<file path="src/rtl/mem_port_arbiter_if.sv">
// Request/response bundle between two pipeline clients and mem_port_arbiter.
//   req_valid/req_ready/req_we : per-requester handshake and direction (bit i = requester i)
//   req_addr/req_base/req_len/req_wdata : per-requester slices [i*W +: W]
//   rsp_valid/rsp_id/rsp_data  : single shared response strobe, requester tag, read data
//   busy                       : arbiter is in its read-modify-write cycle
interface mem_port_arbiter_if #(
  parameter int unsigned WIDTH = 8,
  parameter int unsigned DEPTH = 16
);
  localparam int unsigned AW = $clog2(DEPTH);
  localparam int unsigned BW = $clog2(WIDTH);
  localparam int unsigned LW = $clog2(WIDTH) + 1;

  logic [1:0]         req_valid;
  logic [1:0]         req_ready;
  logic [1:0]         req_we;
  logic [2*AW-1:0]    req_addr;
  logic [2*BW-1:0]    req_base;
  logic [2*LW-1:0]    req_len;
  logic [2*WIDTH-1:0] req_wdata;
  logic               rsp_valid;
  logic               rsp_id;
  logic [WIDTH-1:0]   rsp_data;
  logic               busy;

  modport slave (
    input  req_valid, req_we, req_addr, req_base, req_len, req_wdata,
    output req_ready, rsp_valid, rsp_id, rsp_data, busy
  );

  modport master (
    output req_valid, req_we, req_addr, req_base, req_len, req_wdata,
    input  req_ready, rsp_valid, rsp_id, rsp_data, busy
  );
endinterface

</file>
<file path="src/rtl/mem_port_arbiter.sv">
// Two-requester arbiter/sequencer for a single-port DEPTH x WIDTH memory.
// Reads and full-word writes complete in IDLE with one-cycle latency; partial
// field writes (mem[addr][base +: len]) run an internal read-modify-write cycle.
// Ports:
//   clk  - rising-edge clock
//   rst  - asynchronous active-high reset (array contents are not reset)
//   bus  - mem_port_arbiter_if.slave: request handshake/payload, tagged response, busy
// Build option:
//   MEM_ARB_FIXED_PRIO_EN - requester 0 always wins contention (no round-robin pointer)
module mem_port_arbiter #(
  parameter int unsigned WIDTH = 8,
  parameter int unsigned DEPTH = 16
) (
  input logic clk,
  input logic rst,
  mem_port_arbiter_if.slave bus
);
  localparam int unsigned AW = $clog2(DEPTH);
  localparam int unsigned BW = $clog2(WIDTH);
  localparam int unsigned LW = $clog2(WIDTH) + 1;

  typedef enum logic {IDLE, RMW} state_t;

  state_t           state;
`ifndef MEM_ARB_FIXED_PRIO_EN
  logic             rr_ptr;
`endif
  logic [WIDTH-1:0] mem [DEPTH];

  // Partial-write context latched at accept
  logic             l_id;
  logic [AW-1:0]    l_addr;
  logic [BW-1:0]    l_base;
  logic [LW-1:0]    l_len;
  logic [WIDTH-1:0] l_wdata;

  logic             grant_c;
  logic             accept_c;
  logic             sel_we_c;
  logic [AW-1:0]    sel_addr_c;
  logic [BW-1:0]    sel_base_c;
  logic [LW-1:0]    sel_len_c;
  logic [WIDTH-1:0] sel_wdata_c;
  logic             full_c;
  logic [WIDTH-1:0] mask_c;
  logic [WIDTH-1:0] rmw_data_c;
  logic             mem_we_c;
  logic [AW-1:0]    mem_waddr_c;
  logic [WIDTH-1:0] mem_wdata_c;

  // Grant selection and request-field mux
  always_comb begin
`ifdef MEM_ARB_FIXED_PRIO_EN
    grant_c = ~bus.req_valid[0];
`else
    // Lone requester wins outright; contention goes to rr_ptr
    if (&bus.req_valid) grant_c = rr_ptr;
    else                grant_c = ~bus.req_valid[0];
`endif
    accept_c      = (state == IDLE) && (|bus.req_valid) && !rst;
    bus.req_ready = accept_c ? (grant_c ? 2'b10 : 2'b01) : 2'b00;

    sel_we_c    = grant_c ? bus.req_we[1]                  : bus.req_we[0];
    sel_addr_c  = grant_c ? bus.req_addr[2*AW-1:AW]        : bus.req_addr[AW-1:0];
    sel_base_c  = grant_c ? bus.req_base[2*BW-1:BW]        : bus.req_base[BW-1:0];
    sel_len_c   = grant_c ? bus.req_len[2*LW-1:LW]         : bus.req_len[LW-1:0];
    sel_wdata_c = grant_c ? bus.req_wdata[2*WIDTH-1:WIDTH] : bus.req_wdata[WIDTH-1:0];
    full_c      = (sel_base_c == '0) && (32'(sel_len_c) >= WIDTH);
  end

  // Field mask and merged RMW word; bits at or above WIDTH fall off naturally
  always_comb begin
    mask_c = '0;
    for (int unsigned k = 0; k < WIDTH; k++) begin
      mask_c[k] = (k >= 32'(l_base)) && (k < 32'(l_base) + 32'(l_len));
    end
    rmw_data_c = (mem[l_addr] & ~mask_c) | ((l_wdata << l_base) & mask_c);
  end

  // Array write port: RMW commit or full-word write at accept
  always_comb begin
    mem_we_c    = 1'b0;
    mem_waddr_c = sel_addr_c;
    mem_wdata_c = sel_wdata_c;
    if (state == RMW && !rst) begin
      mem_we_c    = 1'b1;
      mem_waddr_c = l_addr;
      mem_wdata_c = rmw_data_c;
    end else if (accept_c && sel_we_c && full_c) begin
      mem_we_c = 1'b1;
    end
  end

  // Storage is deliberately left without reset
  always_ff @(posedge clk) begin
    if (mem_we_c) mem[mem_waddr_c] <= mem_wdata_c;
  end

  // Sequencer state, response and latched context
  always_ff @(posedge clk or posedge rst) begin
    if (rst) begin
      state         <= IDLE;
`ifndef MEM_ARB_FIXED_PRIO_EN
      rr_ptr        <= 1'b0;
`endif
      bus.rsp_valid <= 1'b0;
      bus.rsp_id    <= 1'b0;
      bus.rsp_data  <= '0;
      bus.busy      <= 1'b0;
      l_id          <= 1'b0;
      l_addr        <= '0;
      l_base        <= '0;
      l_len         <= '0;
      l_wdata       <= '0;
    end else begin
      bus.rsp_valid <= 1'b0;
      case (state)
        IDLE: begin
          if (accept_c) begin
`ifndef MEM_ARB_FIXED_PRIO_EN
            rr_ptr <= ~grant_c;
`endif
            if (!sel_we_c || full_c) begin
              bus.rsp_valid <= 1'b1;
              bus.rsp_id    <= grant_c;
              bus.rsp_data  <= sel_we_c ? '0 : mem[sel_addr_c];
            end else begin
              state    <= RMW;
              bus.busy <= 1'b1;
              l_id     <= grant_c;
              l_addr   <= sel_addr_c;
              l_base   <= sel_base_c;
              l_len    <= sel_len_c;
              l_wdata  <= sel_wdata_c;
            end
          end
        end
        RMW: begin
          state         <= IDLE;
          bus.busy      <= 1'b0;
          bus.rsp_valid <= 1'b1;
          bus.rsp_id    <= l_id;
          bus.rsp_data  <= '0;
        end
        default: state <= IDLE;
      endcase
    end
  end
endmodule
</file>
<file path="src/flat_wrapper.sv">
// flat-port wrapper written by rule: the top's interface ports become plain ports
module mem_port_arbiter_flat 
#(
  parameter int unsigned WIDTH = 8,
  parameter int unsigned DEPTH = 16
)
  (clk, rst, bus_req_valid, bus_req_we, bus_req_addr, bus_req_base, bus_req_len, bus_req_wdata, bus_req_ready, bus_rsp_valid, bus_rsp_id, bus_rsp_data, bus_busy);
  mem_port_arbiter_if #(.WIDTH(WIDTH), .DEPTH(DEPTH)) bus_i ();
  input logic clk;
  input logic rst;
  input wire logic [$bits(bus_i.req_valid)-1:0] bus_req_valid;
  input wire logic [$bits(bus_i.req_we)-1:0] bus_req_we;
  input wire logic [$bits(bus_i.req_addr)-1:0] bus_req_addr;
  input wire logic [$bits(bus_i.req_base)-1:0] bus_req_base;
  input wire logic [$bits(bus_i.req_len)-1:0] bus_req_len;
  input wire logic [$bits(bus_i.req_wdata)-1:0] bus_req_wdata;
  output wire logic [$bits(bus_i.req_ready)-1:0] bus_req_ready;
  output wire logic [$bits(bus_i.rsp_valid)-1:0] bus_rsp_valid;
  output wire logic [$bits(bus_i.rsp_id)-1:0] bus_rsp_id;
  output wire logic [$bits(bus_i.rsp_data)-1:0] bus_rsp_data;
  output wire logic [$bits(bus_i.busy)-1:0] bus_busy;
  assign bus_i.req_valid = bus_req_valid;
  assign bus_i.req_we = bus_req_we;
  assign bus_i.req_addr = bus_req_addr;
  assign bus_i.req_base = bus_req_base;
  assign bus_i.req_len = bus_req_len;
  assign bus_i.req_wdata = bus_req_wdata;
  assign bus_req_ready = bus_i.req_ready;
  assign bus_rsp_valid = bus_i.rsp_valid;
  assign bus_rsp_id = bus_i.rsp_id;
  assign bus_rsp_data = bus_i.rsp_data;
  assign bus_busy = bus_i.busy;
  mem_port_arbiter #(.WIDTH(WIDTH), .DEPTH(DEPTH)) u_core (.clk(clk), .rst(rst), .bus(bus_i));
endmodule
</file>
<file path="config.mk">
export PLATFORM = sky130hd
export DESIGN_NAME = mem_port_arbiter_flat
export DESIGN_NICKNAME = d
export VERILOG_FILES = /design/src/rtl/mem_port_arbiter_if.sv /design/src/rtl/mem_port_arbiter.sv /design/src/flat_wrapper.sv
export SDC_FILE = /design/constraint.sdc
export NUM_CORES = 1
export LEC_CHECK = 0
export ABC_AREA = 1
export BUFFER_PORTS_ARGS = -buffer_cell sky130_fd_sc_hd__buf_4
export CAP_MARGIN = 40
export CORE_MARGIN = 2
export CORE_UTILIZATION = 45
export CTS_BUF_LIST = sky130_fd_sc_hd__clkbuf_8
export CTS_CLUSTER_SIZE = 16
export DETAILED_ROUTE_END_ITERATION = 10
export PLACE_DENSITY = 0.62
export RECOVER_POWER = 50
export SYNTH_ARGS = -nofsm -noshare
export SYNTH_HDL_FRONTEND = slang
export SYNTH_SLANG_ARGS = --single-unit
</file>
<file path="constraint.sdc">
create_clock -name clk -period 5.4 [get_ports clk]
set_clock_uncertainty 0.1 [all_clocks]
set_input_delay 0.54 -clock clk [delete_from_list [all_inputs] [get_ports clk]]
set_output_delay 0.54 -clock clk [all_outputs]
set_load 0.01 [all_outputs]
</file>
**Word-level counts from Yosys, hierarchy flattened**

Memory sizes are Yosys's and may differ from the RTL's.
Index checks and enable logic that the tools add are counted.

- Register bits after elaboration: 33
- Memories: 1
- Word-level logic and storage cells: 94
- Memory bits (writable): 128
- Input port bits: 44
- Output and inout bits: 13

Memory list:

| memory | depth | bits a word | read ports | clocked after memory_dff | write ports | line | RTL |
|---|---|---|---|---|---|---|---|
| u_core.mem | 16 | 8 | 2 | 0 | 1 | mem_port_arbiter.sv:28 | `logic [WIDTH-1:0] mem [DEPTH];` |

- $add $sub $neg: 1
- Eq/ne operators: 3
- Shift-type cells: 1
- $lt $le $gt $ge: 16
- Reductions and logical operators: 23
- Muxes and demuxes: 30
- Bitwise operators: 8

Operators by type and width:

| kind | count |
|---|---|
| less-than comparator 3 x 32 -> 1 bit, first input constant | 4 |
| less-than comparator 1 x 32 -> 1 bit, first input constant | 2 |
| less-than comparator 2 x 32 -> 1 bit, first input constant | 2 |
| 2-to-1 mux 8 bit | 5 |
| AND 8 bit | 2 |
| case mux 8 bit (2 select lines) | 1 |
| 2-to-1 mux 1 bit | 14 |
| logical AND 1 bit | 13 |
| 2-to-1 mux 4 bit | 3 |
| greater-or-equal comparator 3 bit, first input constant | 3 |
| inverter 8 bit | 1 |
| bitwise OR 8 bit | 1 |
| case mux 1 bit (2 select lines) | 4 |
| AND reduction 2 bit | 4 |
| << shifter 8 x 3 -> 8 bit | 1 |
| greater-or-equal comparator 1 x 3 -> 1 bit, first input constant | 2 |
| greater-or-equal comparator 2 x 3 -> 1 bit, first input constant | 2 |
| adder 3 x 4 -> 5 bit | 1 |
| greater-or-equal comparator 4 bit, second input constant | 1 |
| 2-to-1 mux 2 bit | 2 |
| inequality test 2 bit, second input constant | 2 |
| inverter 1 bit | 4 |
| logical NOT 3 bit | 1 |
| 2-to-1 mux 3 bit | 1 |
| 5 further kinds | 6 |

**Longest topological paths before layout**

Gate-level depths: netlist of the first run.

- Depth in word-level cells: 10
- Gate-level depth with buffers: 13
- Gate-level depth less buffers: 13

**Least setup slack after synthesis of the first run**

Ideal clock, no wire load.

- Path kind: register to register
- From: register u_core.l_base[1]
- To: memory u_core.mem[0][4], data pin
- Clock period less this slack: 2.421 ns
- Arrival time: 2.001 ns
- Buffers on the path: 1
- Setup time: 0.320 ns
- Cell stages (with the launch flop): 13
- Data required time: 4.980 ns
- Slack: 2.979 ns
- Cells stage by stage: dfrtp_1 > buf_2 > inv_1 > fa_1 > or2_2 > nand2_1 > inv_1 > o21ai_0 > nand2_1 > nand2_1 > nand3_1 > nand2_1 > nand2_1

- Longest elaborated chain between the ends: 7
- Elaborated cells on any way between the ends: 10
- Those cells by class: add/sub (1); order compare (2); shift (1); mux (1); bitwise (4); reduce/logical (1)

RTL lines:

| element | line | RTL |
|---|---|---|
| start, declared | mem_port_arbiter.sv:33 | `logic [BW-1:0] l_base;` |
| start signal, assigned | mem_port_arbiter.sv:132 | `l_base <= sel_base_c;` |
| adder 3 x 4 -> 5 bit | mem_port_arbiter.sv:75 | `mask_c[k] = (k >= 32'(l_base)) && (k < 32'(l_base) + 32'(l_len));` |
| less-than comparator 3 x 32 -> 1 bit | mem_port_arbiter.sv:75 |  |
| logical AND 1 bit | mem_port_arbiter.sv:75 |  |
| inverter 8 bit | mem_port_arbiter.sv:77 | `rmw_data_c = (mem[l_addr] & ~mask_c) \| ((l_wdata << l_base) & mask_c);` |
| AND 8 bit | mem_port_arbiter.sv:77 |  |
| bitwise OR 8 bit * | mem_port_arbiter.sv:77 |  |
| 2-to-1 mux 8 bit * | mem_port_arbiter.sv:85 | `if (state == RMW && !rst) begin` |
| via u_core.mem_wdata_c[4] | mem_port_arbiter.sv:49 | `logic [WIDTH-1:0] mem_wdata_c;` |
| end, declared | mem_port_arbiter.sv:28 |  |

The timed path passes the listed nets; every way through them passes the cells marked *.

**Final worst setup path of the first run**

- From: register u_core.rr_ptr
- To: memory u_core.mem[3][0] (enable)

- Longest elaborated chain between the ends: 9
- Elaborated cells on any way between the ends: 15
- Those cells by class: order compare (1); mux (10); reduce/logical (4)

RTL lines:

| element | line | RTL |
|---|---|---|
| start, declared | mem_port_arbiter.sv:26 | `logic rr_ptr;` |
| start signal, assigned | mem_port_arbiter.sv:121 | `rr_ptr <= ~grant_c;` |
| 2-to-1 mux 1 bit * | mem_port_arbiter.sv:57 | `if (&bus.req_valid) grant_c = rr_ptr;` |
| 2-to-1 mux 4 bit / 2-to-1 mux 3 bit (equally long branches) | mem_port_arbiter.sv:66, mem_port_arbiter.sv:65 |  |
| greater-or-equal comparator 4 bit / logical NOT 3 bit (equally long branches) | mem_port_arbiter.sv:68 | `full_c = (sel_base_c == '0) && (32'(sel_len_c) >= WIDTH);` |
| logical AND 1 bit | mem_port_arbiter.sv:68 |  |
| logical AND 1 bit | mem_port_arbiter.sv:89 | `end else if (accept_c && sel_we_c && full_c) begin` |
| 2-to-1 mux 1 bit | mem_port_arbiter.sv:89 |  |
| 2-to-1 mux 1 bit | mem_port_arbiter.sv:85 |  |
| 2-to-1 mux 1 bit | mem_port_arbiter.sv:96 | `if (mem_we_c) mem[mem_waddr_c] <= mem_wdata_c;` |
| 2-to-1 mux 1 bit (not written as such) | mem_port_arbiter.sv:96 |  |

Mark *: on every way between the ends. The rest lies on a longest branch, timed or not.

==> flow_summary.ini, run 1 <==
[setup_path]
cp.required_ps = 5440
max_stage_delay_ps = 820
cp-end-kind = flip-flop
cp_max_fo = 46
path_class = reg -> reg
critPathSlowestCell = nand2_1
critPathMostFrequentCell = nand2_1
startpoint_type = flip-flop
crit_chain = nand2_1, nand2_1, nand2_1, nand2_4, nand2_1, o21ai_2, inv_2, nor2_1, nand3_1, inv_1
arrival_ps = 4290

[grt]
track_usage = 0.271
overflow = 0
grt_pass1_vias = 7009
grt_max_degree = 79
grt_pass1_wl_microns = 41300
antenna_found_initial = 0

[clock_network]
post_cts_buffers = 0
clock-root-buffer = clkbuf_8
clock_sinks = 161
clock_path_buffers = 2
cts_tree = built
clkLatencyLatePin_ps = 470
cts_buffers = 17
clkTransAtPathRegs_ps = 100
h-tree-depth = 4

[final_layout]
syn_to_final_growth_pct = 10.1
final_common_cell = nand2_1
diodes = 0
nFillCells = 1888
seq_area_sq_um = 4670
final_cell_mix = nand2_1 (282), nand3_1 (221), edfxtp_1 (128), nor2_1 (101), o21ai_0 (87)
multi_input_area_sq_um = 3550
nets = 1136
drive_above_1_share = 0.104

[synth]
synth.cell_area_sq_um = 8850
avgSynthCellArea_sq_um = 8.36
yosys.area.top_type_share = 0.434
synth_fa_ha_area_frac = 0.00650
synth_top_family_by_area = simple AND/OR/NAND/NOR gates
synth_ff_type = edfxtp_1
synth_seq_cells = 161
synth_mux_area_frac = 0
synth_cell_types = 33
synth_compound_area_frac = 0.0898
synth_cells = 1059
synthTopCellsByArea = edfxtp_1 (43%), nand3_1 (12%), nand2_1 (12%)
synth-xor-area-share = 0
synth-edff-count = 128
yosys_warnings = 0
yosysSeqAreaShare = 0.528
synth-async-reset-ratio = 0.205
synth_nets = 1107
synth_area_leader_cell = edfxtp_1
synth_simple_gate_area_frac = 0.308

[drt]
ant_nets = 0
drtIter0Drc = 992
wl_per_cell_microns = 20.2
vias = 7810
wirelength_microns = 27600
wl_met2_microns = 11800
drt-met1-wl_microns = 11500
wl_met3_microns = 3300
drt_first_pass_iters = 6
viasPerCell = 5.72
route.detailed.drc = 0
maxUsedRoutingLayer = met4

[pwr]
ir_worst_vdd_uv = 169
leakage_nw = 4.05
powerDensity_nw_per_um2 = 385

[die]
rows = 51
die_w_microns = 144
start_util = 0.456
io_pins = 57
chipHeight_microns = 144
die_area_sq_um = 20800
core_sq_um = 19400

[run_status]
status = complete, but fails checks
violations = capacitance limit, slew limit

[sta]
fin_ws_ps = 1150
fin_crit_sh = 0.788
rsz0062_at_grt = false
hold_viol = 0
fmax_mhz = 235
finalSetupViolations = 0
tightest_slew_ps = 1720
timing.setup.tns_ps = 0
drv_slew = 33
fin_crit_ps = 4250
slew_headroom = -0.150

[placement]
preCtsSetupSlack_ps = 1980
portBuffers = 56
dpl.hpwl_microns = 18400
gp_congestion = 0.890

[hold_path]
hp-class = in -> reg

[flow_run]
max_cap_violations = 1
## cell families after synthesis
logic type	Yosys count
adder cells (fa/ha/maj)	4
AO/OA/AOI/OAI	136
buffers and inverters	135
AND/OR/NAND/NOR	623
flip-flops	161
## cells in the mapped netlist, types with 9 or more instances
cell / instances
nand2_1: 278
nand3_1: 220
edfxtp_1: 128
nor2_1: 101
o21ai_0: 73
inv_1: 60
dfrtp_1: 33
clkbuf_1: 26
buf_2: 22
o211ai_1: 21
o21ai_1: 16
a21oi_1: 13
inv_2: 9
## per-layer routing
metal | vias up | track usage
li1 | 3650 | -
met4 | 0 | 0.109
met1 | 3626 | 0.376
met5 | - | 0
met3 | 56 | 0.0791
met2 | 478 | 0.399
## worst paths after layout
check                                               from                             to  slack, ps  cells after the start
max                            u_core.rr_ptr$_DFFE_PP0P_     u_core.mem[3][0]$_DFFE_PP_       1150                     10
min                                       bus_req_len[0]    u_core.l_len[0]$_DFFE_PP0P_        260                      5
max reg2reg                    u_core.rr_ptr$_DFFE_PP0P_     u_core.mem[3][0]$_DFFE_PP_       1150                     10
min reg2reg                u_core.bus.rsp_id$_DFFE_PP0P_  u_core.bus.rsp_id$_DFFE_PP0P_        380                      2
max in group asynchronous                            rst   u_core.l_addr[0]$_DFFE_PP0P_       2870                      4
min in group asynchronous                            rst      u_core.rr_ptr$_DFFE_PP0P_        410                      3
## state kept, by name (all words and copies together), names as in the netlist
signal                cells
u_core.mem              128
u_core.l_id               1
u_core.l_wdata            8
u_core.bus.rsp_valid      1
u_core.bus.rsp_data       8
u_core.l_len              4
u_core.bus.rsp_id         1
u_core.l_base             3
u_core.l_addr             4
u_core.bus.busy           1
u_core.rr_ptr             1
u_core.state              1
## worst max-delay path, delay by kind of cell (launching register included)
family | cells | cell delay [ps]
AO/OA/AOI/OAI | 1 | 120
buffers and inverters | 2 | 350
flip-flops | 1 | 350
AND/OR/NAND/NOR | 7 | 2950
## final cells by class
| cell class | count | area share |
|---|---|---|
| well taps | 265 | 0.0340 |
| flip-flops and latches | 161 | 0.479 |
| inverters | 74 | 0.0290 |
| clock inverters | 15 | 0.0173 |
| multi-input cells | 763 | 0.364 |
| clock buffers | 17 | 0.0240 |
| repair buffers | 71 | 0.0525 |
## report_power, final
part / leakage [nW] / switching, W / total (W) / internal (W)
sequential: 1.57 / 0.0000773 / 0.00153 / 0.00146
combinational: 2.28 / 0.000932 / 0.00132 / 0.000385
clock: 0.201 / 0.000516 / 0.000904 / 0.000388
## what timing repair did
action | in CTS | in global routing
hold buffers | 1 | 0
resized for setup | 0 | 0
endpoints found under the hold margin | 1 | 0
## metrics by stage
step | instance area (sq um) | hold slack (ps) | std cells | total power [W] | utilization
after global routing | 9750 | 270 | 1366 | 0.00396 | 0.503
after floorplan | 8850 | 337 | 1059 | 0.00243 | -
after CTS | 9850 | 243 | 1366 | 0.00377 | 0.508
after detailed placement | 9440 | 327 | 1333 | 0.00288 | 0.487
final | 9750 | 260 | 1366 | 0.00375 | 0.503
after global placement | 9350 | 326 | 1328 | 0.00284 | 0.482
Power figures use the tool's default switching activity.
==> inputs of run 2 (changes only) <==
==> constraint.sdc (replaced) <==
create_clock -name clk -period 4.25 [get_ports clk]
set_clock_uncertainty 0.1 [all_clocks]
set_input_delay 0.425 -clock clk [delete_from_list [all_inputs] [get_ports clk]]
set_output_delay 0.425 -clock clk [all_outputs]
set_load 0.01 [all_outputs]
==> run 2 against run 1 <==
The flow now finishes without violations. Sequential power increased by 27%. Core utilization decreased by 0.084 points. Flip-flop and latch count is the same. Register-to-register slack worse by 330 ps. Combinational power is 27% higher. Total power up 27%. Critical path depth up 2. Hold slack worse by 91 ps. Non-clock buffer count increased by 3. Setup slack lost 330 ps. Global-route usage grew 0.10 points. Final cell count up 0.22%.
==> flow_summary.ini, run 2 (synthesized netlist as in run 1, its figures left out) <==
[final_layout]
final_util = 0.502
final_cell_mix = nand2_1 (279), nand3_1 (220), edfxtp_1 (128), nor2_1 (103), o21ai_0 (88)
reg.largest.list = u_core.mem (128), u_core.bus.rsp_data (8), u_core.l_wdata (8)
instances_no_fill = 1369
diodes = 0
drive_above_1_share = 0.105
nets = 1139
design_area_sq_um = 9730
syn_to_final_growth_pct = 9.97
regMostFlops = u_core.mem
largest_reg_flops = 128
nFillCells = 1860
final_common_cell = nand2_1

[placement]
dpl_cell_area_sq_um = 9420
dpl.hpwl_microns = 18100
portBuffers = 56
dp.cells = 1336
gp_congestion = 0.892
preCtsSetupSlack_ps = 1050

[sta]
fin_crit_ps = 3440
finalSetupViolations = 0
hold_viol = 0
fmax_mhz = 291
fin_crit_sh = 0.809
rsz0062_at_grt = false
fin_ws_ps = 811
timing.setup.tns_ps = 0
tightest_slew_ps = 1360
slew_headroom = 0.0925
drv_slew = 0

[clock_network]
clock_sinks = 161
clock-root-buffer = clkbuf_8
clkTransAtPathRegs_ps = 90
clkLatencyLatePin_ps = 470
clock_path_buffers = 2
h-tree-depth = 4
cts_buffers = 17
cts_tree = built
cts_resized = 0

[drt]
wl_per_cell_microns = 20.3
wirelength_microns = 27800
drt_first_pass_iters = 7
viasPerCell = 5.68
ant_nets = 0
vias = 7777
drtIter0Drc = 842
route.detailed.drc = 0

[grt]
track_usage = 0.272
grt_use_met2 = 0.416
grt_pass1_vias = 7290
use_met1 = 0.371
overflow = 0
use_met3 = 0.0626
antenna_found_initial = 0
grt_pass1_wl_microns = 41800
grt_max_degree = 79
grt.busiest_layer = met2

[die]
die_w_microns = 144
rows = 51
core_sq_um = 19400
chipHeight_microns = 144
die_area_sq_um = 20800
start_util = 0.456
io_pins = 57

[setup_path]
cp-end-kind = flip-flop
cp.required_ps = 4480
startpoint_type = flip-flop
path_class = reg -> reg
arrival_ps = 3670
cp_max_fo = 34

[pwr]
ir_worst_vdd_uv = 234
powerDensity_nw_per_um2 = 491
leakage_nw = 4.05

[flow_run]
max_cap_violations = 0

[hold_path]
hp-class = in -> reg

[run_status]
status = finished, final reports clean
==> run 2: cell count changes in the layout (fill, tap and decap cells not counted), moves of 2 or more <==
cell	before	now
inv_8	5	1
nor2_1	101	103
inv_1	62	65
clkinv_8	2	0
clkbuf_1	17	15
nand2_1	282	279
bufinv_16	1	3
nand2_2	3	5
buf_4	50	57
==> run 2: critical path, stage by stage, from the launching register on <==
cell	delay, ps
dfrtp_1	400
nand2_2	100
nand2_4	190
inv_1	500
nand2_1	100
nand2_1	110
nor2_1	60
nand3_2	90
nand2_1	100
nor2_2	890
inv_1	440
nand2_1	140
o21ai_1	70
==> run 2: per-layer routing <==
metal / vias to the layer above / routed length, microns
li1: 3650 / -
met1: 3668 / 11900
met2: 387 / 12200
met3: 72 / 2570
met4: 0 / 1160
met5: - / 0
==> run 2: layout make-up <==
class / instances / area (sq um) / area share
Sequential cell: 161 / 4670 / 0.480
Multi-Input combinational cell: 763 / 3530 / 0.363
Tap cell: 265 / 332 / 0.0341
Clock buffer: 17 / 234 / 0.0240
Clock inverter: 15 / 166 / 0.0171
Timing Repair Buffer: 74 / 514 / 0.0528
Inverter: 74 / 283 / 0.0291
==> run 2: where the power goes <==
part | switching (W) | total (W) | internal, W
clock | 0.000591 | 0.00117 | 0.000578
combinational | 0.00118 | 0.00167 | 0.000489
sequential | 0.0000974 | 0.00195 | 0.00185
total | 0.00187 | 0.00478 | 0.00292
==> run 2: per-stage QoR <==
| stage | hold WS, ps | power, W |
|---|---|---|
| floorplan | 337 | 0.00309 |
| global placement | 362 | 0.00364 |
| detailed placement | 366 | 0.00365 |
| CTS | 164 | 0.00481 |
| global route | 188 | 0.00505 |
| finish | 169 | 0.00478 |
==> run 2: final timing paths <==
| kind | from | end | slack (ps) | cells after the start |
|---|---|---|---|---|
| worst max-delay path | u_core.rr_ptr$_DFFE_PP0P_ | u_core.l_id$_DFFE_PP0P_ | 810 | 12 |
| worst min-delay path | bus_req_len[4] | u_core.l_len[0]$_DFFE_PP0P_ | 170 | 5 |
| worst max register to register | u_core.rr_ptr$_DFFE_PP0P_ | u_core.l_id$_DFFE_PP0P_ | 810 | 12 |
| worst min register to register | u_core.l_wdata[7]$_DFFE_PP0P_ | u_core.l_wdata[7]$_DFFE_PP0P_ | 380 | 2 |
| max in group asynchronous | rst | u_core.l_addr[0]$_DFFE_PP0P_ | 1890 | 4 |
| min in group asynchronous | rst | u_core.bus.rsp_valid$_DFF_PP0_ | 460 | 3 |
==> run 2: repair_timing <==
| action | in CTS | in global routing |
|---|---|---|
| hold endpoints to repair | 11 | 0 |
| hold buffers | 1 | 0 |
| buffers inserted | 0 | 0 |
==> inputs of run 3 (changes only) <==
--- a/config.mk
+++ b/config.mk
@@ -13,7 +13,7 @@
 export CTS_BUF_LIST = sky130_fd_sc_hd__clkbuf_8
 export CTS_CLUSTER_SIZE = 16
 export DETAILED_ROUTE_END_ITERATION = 10
-export PLACE_DENSITY = 0.62
+export PLACE_DENSITY = 0.64
 export RECOVER_POWER = 50
 export SYNTH_ARGS = -nofsm -noshare
 export SYNTH_HDL_FRONTEND = slang
==> constraint.sdc (replaced) <==
create_clock -name clk -period 3 [get_ports clk]
set_clock_uncertainty 0.1 [all_clocks]
set_input_delay 0.3 -clock clk [delete_from_list [all_inputs] [get_ports clk]]
set_output_delay 0.3 -clock clk [all_outputs]
set_load 0.01 [all_outputs]
==> run 3 against run 2 <==
Cell area is 1.2% higher. Sequential share of layout area is 0.59 points lower. Setup slack worse by 660 ps. Clock power is 33% higher. First-iteration DRC count is 34% higher. Core utilization is 0.63 points higher. Clock-buffer cell count stayed put. Largest cell class unchanged. Highest routed layer unchanged.
==> flow_summary.ini, run 3 (synthesized netlist as in run 1, its figures left out) <==
[final_layout]
instances_no_fill = 1382
reg.largest.list = u_core.mem (128), u_core.bus.rsp_data (8), u_core.l_wdata (8)
nFillCells = 1877
design_area_sq_um = 9850
final_cell_mix = nand2_1 (280), nand3_1 (220), edfxtp_1 (128), nor2_1 (101), o21ai_0 (85)
diodes = 0
largest_reg_flops = 128
final_common_cell = nand2_1
syn_to_final_growth_pct = 11.3
nets = 1152
drive_above_1_share = 0.124
regMostFlops = u_core.mem

[die]
die_area_sq_um = 20800
die_w_microns = 144
io_pins = 57
chipHeight_microns = 144
core_sq_um = 19400
rows = 51
start_util = 0.456

[sta]
finalSetupViolations = 0
slew_headroom = 0.311
drv_slew = 0
fin_crit_sh = 0.948
timing.setup.tns_ps = 0
fmax_mhz = 352
hold_slack_ps = 32.3
hold_viol = 0
tightest_slew_ps = 1030
fin_crit_ps = 2840
rsz0062_at_grt = false

[flow_run]
max_cap_violations = 0

[placement]
dpl_cell_area_sq_um = 9580
dp.cells = 1349
gp_congestion = 0.900
portBuffers = 56
dpl.hpwl_microns = 17400

[setup_path]
critPathSlowestCell = nand2_1
cp.required_ps = 3260
critPathMostFrequentCell = nand2_1
crit_chain = nand2_1, nand2_4, buf_4, nand2_1, nand2_1, buf_4, nand2_1, nand3_1, nand3_1, nand3_1, nand3_1, nand2_1
cp_max_fo = 22
path_class = reg -> reg
critical-path-top-delay-family = simple AND/OR/NAND/NOR gates
startpoint_type = flip-flop
critical_path_buf_inv_count = 2
arrival_ps = 3110
max_stage_delay_ps = 550
cp-end-kind = flip-flop

[grt]
overflow = 0
grt_pass1_wl_microns = 39900
antenna_found_initial = 1
grt_pass1_vias = 6979
track_usage = 0.263
grt_max_degree = 79

[clock_network]
post_cts_buffers = 0
cts_tree = built
clkTransAtPathRegs_ps = 100
cts_buffers = 17
h-tree-depth = 4
clock-root-buffer = clkbuf_8
clock_path_buffers = 2
clock_sinks = 161
clkLatencyLatePin_ps = 470

[drt]
viasPerCell = 5.65
wl_per_cell_microns = 19.4
vias = 7813
ant_nets = 0
wirelength_microns = 26800
drtIter0Drc = 1127
drt_first_pass_iters = 7
route.detailed.drc = 0

[pwr]
powerDensity_nw_per_um2 = 684
power_w = 0.00674
leakage_nw = 4.12
ir_worst_vdd_uv = 304

[run_status]
status = finished, final reports clean

[hold_path]
hp-class = in -> reg
==> run 3: cell types whose count changed in the layout (fill, tap and decap cells not counted), sizes merged <==
cell	delta
inv	+6
clkinv	-2
clkinvlp	-1
clkbuf	+6
buf	+7
bufinv	-3
==> run 3: final timing paths <==
kind	from	end	slack [ps]	cells past startpoint
setup / recovery	u_core.rr_ptr$_DFFE_PP0P_	u_core.bus.rsp_data[6]$_DFFE_PP0P_	160	12
hold / removal	bus_req_len[0]	u_core.l_len[0]$_DFFE_PP0P_	30	5
setup reg to reg	u_core.rr_ptr$_DFFE_PP0P_	u_core.bus.rsp_data[6]$_DFFE_PP0P_	160	12
hold reg to reg	u_core.bus.rsp_data[4]$_DFFE_PP0P_	u_core.bus.rsp_data[4]$_DFFE_PP0P_	380	2
max in group asynchronous	rst	u_core.l_base[2]$_DFFE_PP0P_	1040	4
min in group asynchronous	rst	u_core.rr_ptr$_DFFE_PP0P_	410	3
==> run 3: worst min-delay path: stages <==
cell and delay, ps:
buf_4 80, nand2_1 40, nand2_1 50, nand2_1 50
nand2_1 60
==> run 3: timing repair <==
item,in CTS,in global routing
hold buffers,1,0
resized for setup,0,2
endpoints found under the setup margin,0,29
hold endpoints to repair,16,0
==> run 3: per-stage QoR <==
| stage | util | worst slack (ps) |
|---|---|---|
| after floorplan | - | 579 |
| after global placement | 0.493 | 361 |
| after detailed placement | 0.494 | 276 |
| after CTS | 0.513 | 250 |
| after global routing | 0.508 | 12.2 |
| final | 0.508 | 156 |
==> run 3: where the power goes <==
part / leakage [nW] / switching, W / total (W) / internal (W)
Combinational: 2.36 / 0.00172 / 0.00249 / 0.000771
Sequential: 1.57 / 0.0000791 / 0.00270 / 0.00262
Clock: 0.194 / 0.000940 / 0.00156 / 0.000616
Total: 4.12 / 0.00274 / 0.00674 / 0.00401
==> run 3: routing by layer <==
| layer | track usage | up-vias | share of wire |
|---|---|---|---|
| met5 | 0 | - | 0 |
| met4 | 0.122 | 0 | 0.038 |
| met3 | 0.0603 | 68 | 0.11 |
| met2 | 0.398 | 463 | 0.44 |
| met1 | 0.359 | 3601 | 0.41 |
| li1 | - | 3681 | - |
==> run 3: final cells by class <==
cell class | instances | area, sq um | share of cell area
flip-flops and latches | 161 | 4670 | 0.474
multi-input cells | 763 | 3540 | 0.360
repair buffers | 87 | 653 | 0.0663
well taps | 265 | 332 | 0.0336
inverters | 74 | 280 | 0.0284
clock buffers | 17 | 234 | 0.0237
clock inverters | 15 | 140 | 0.0142
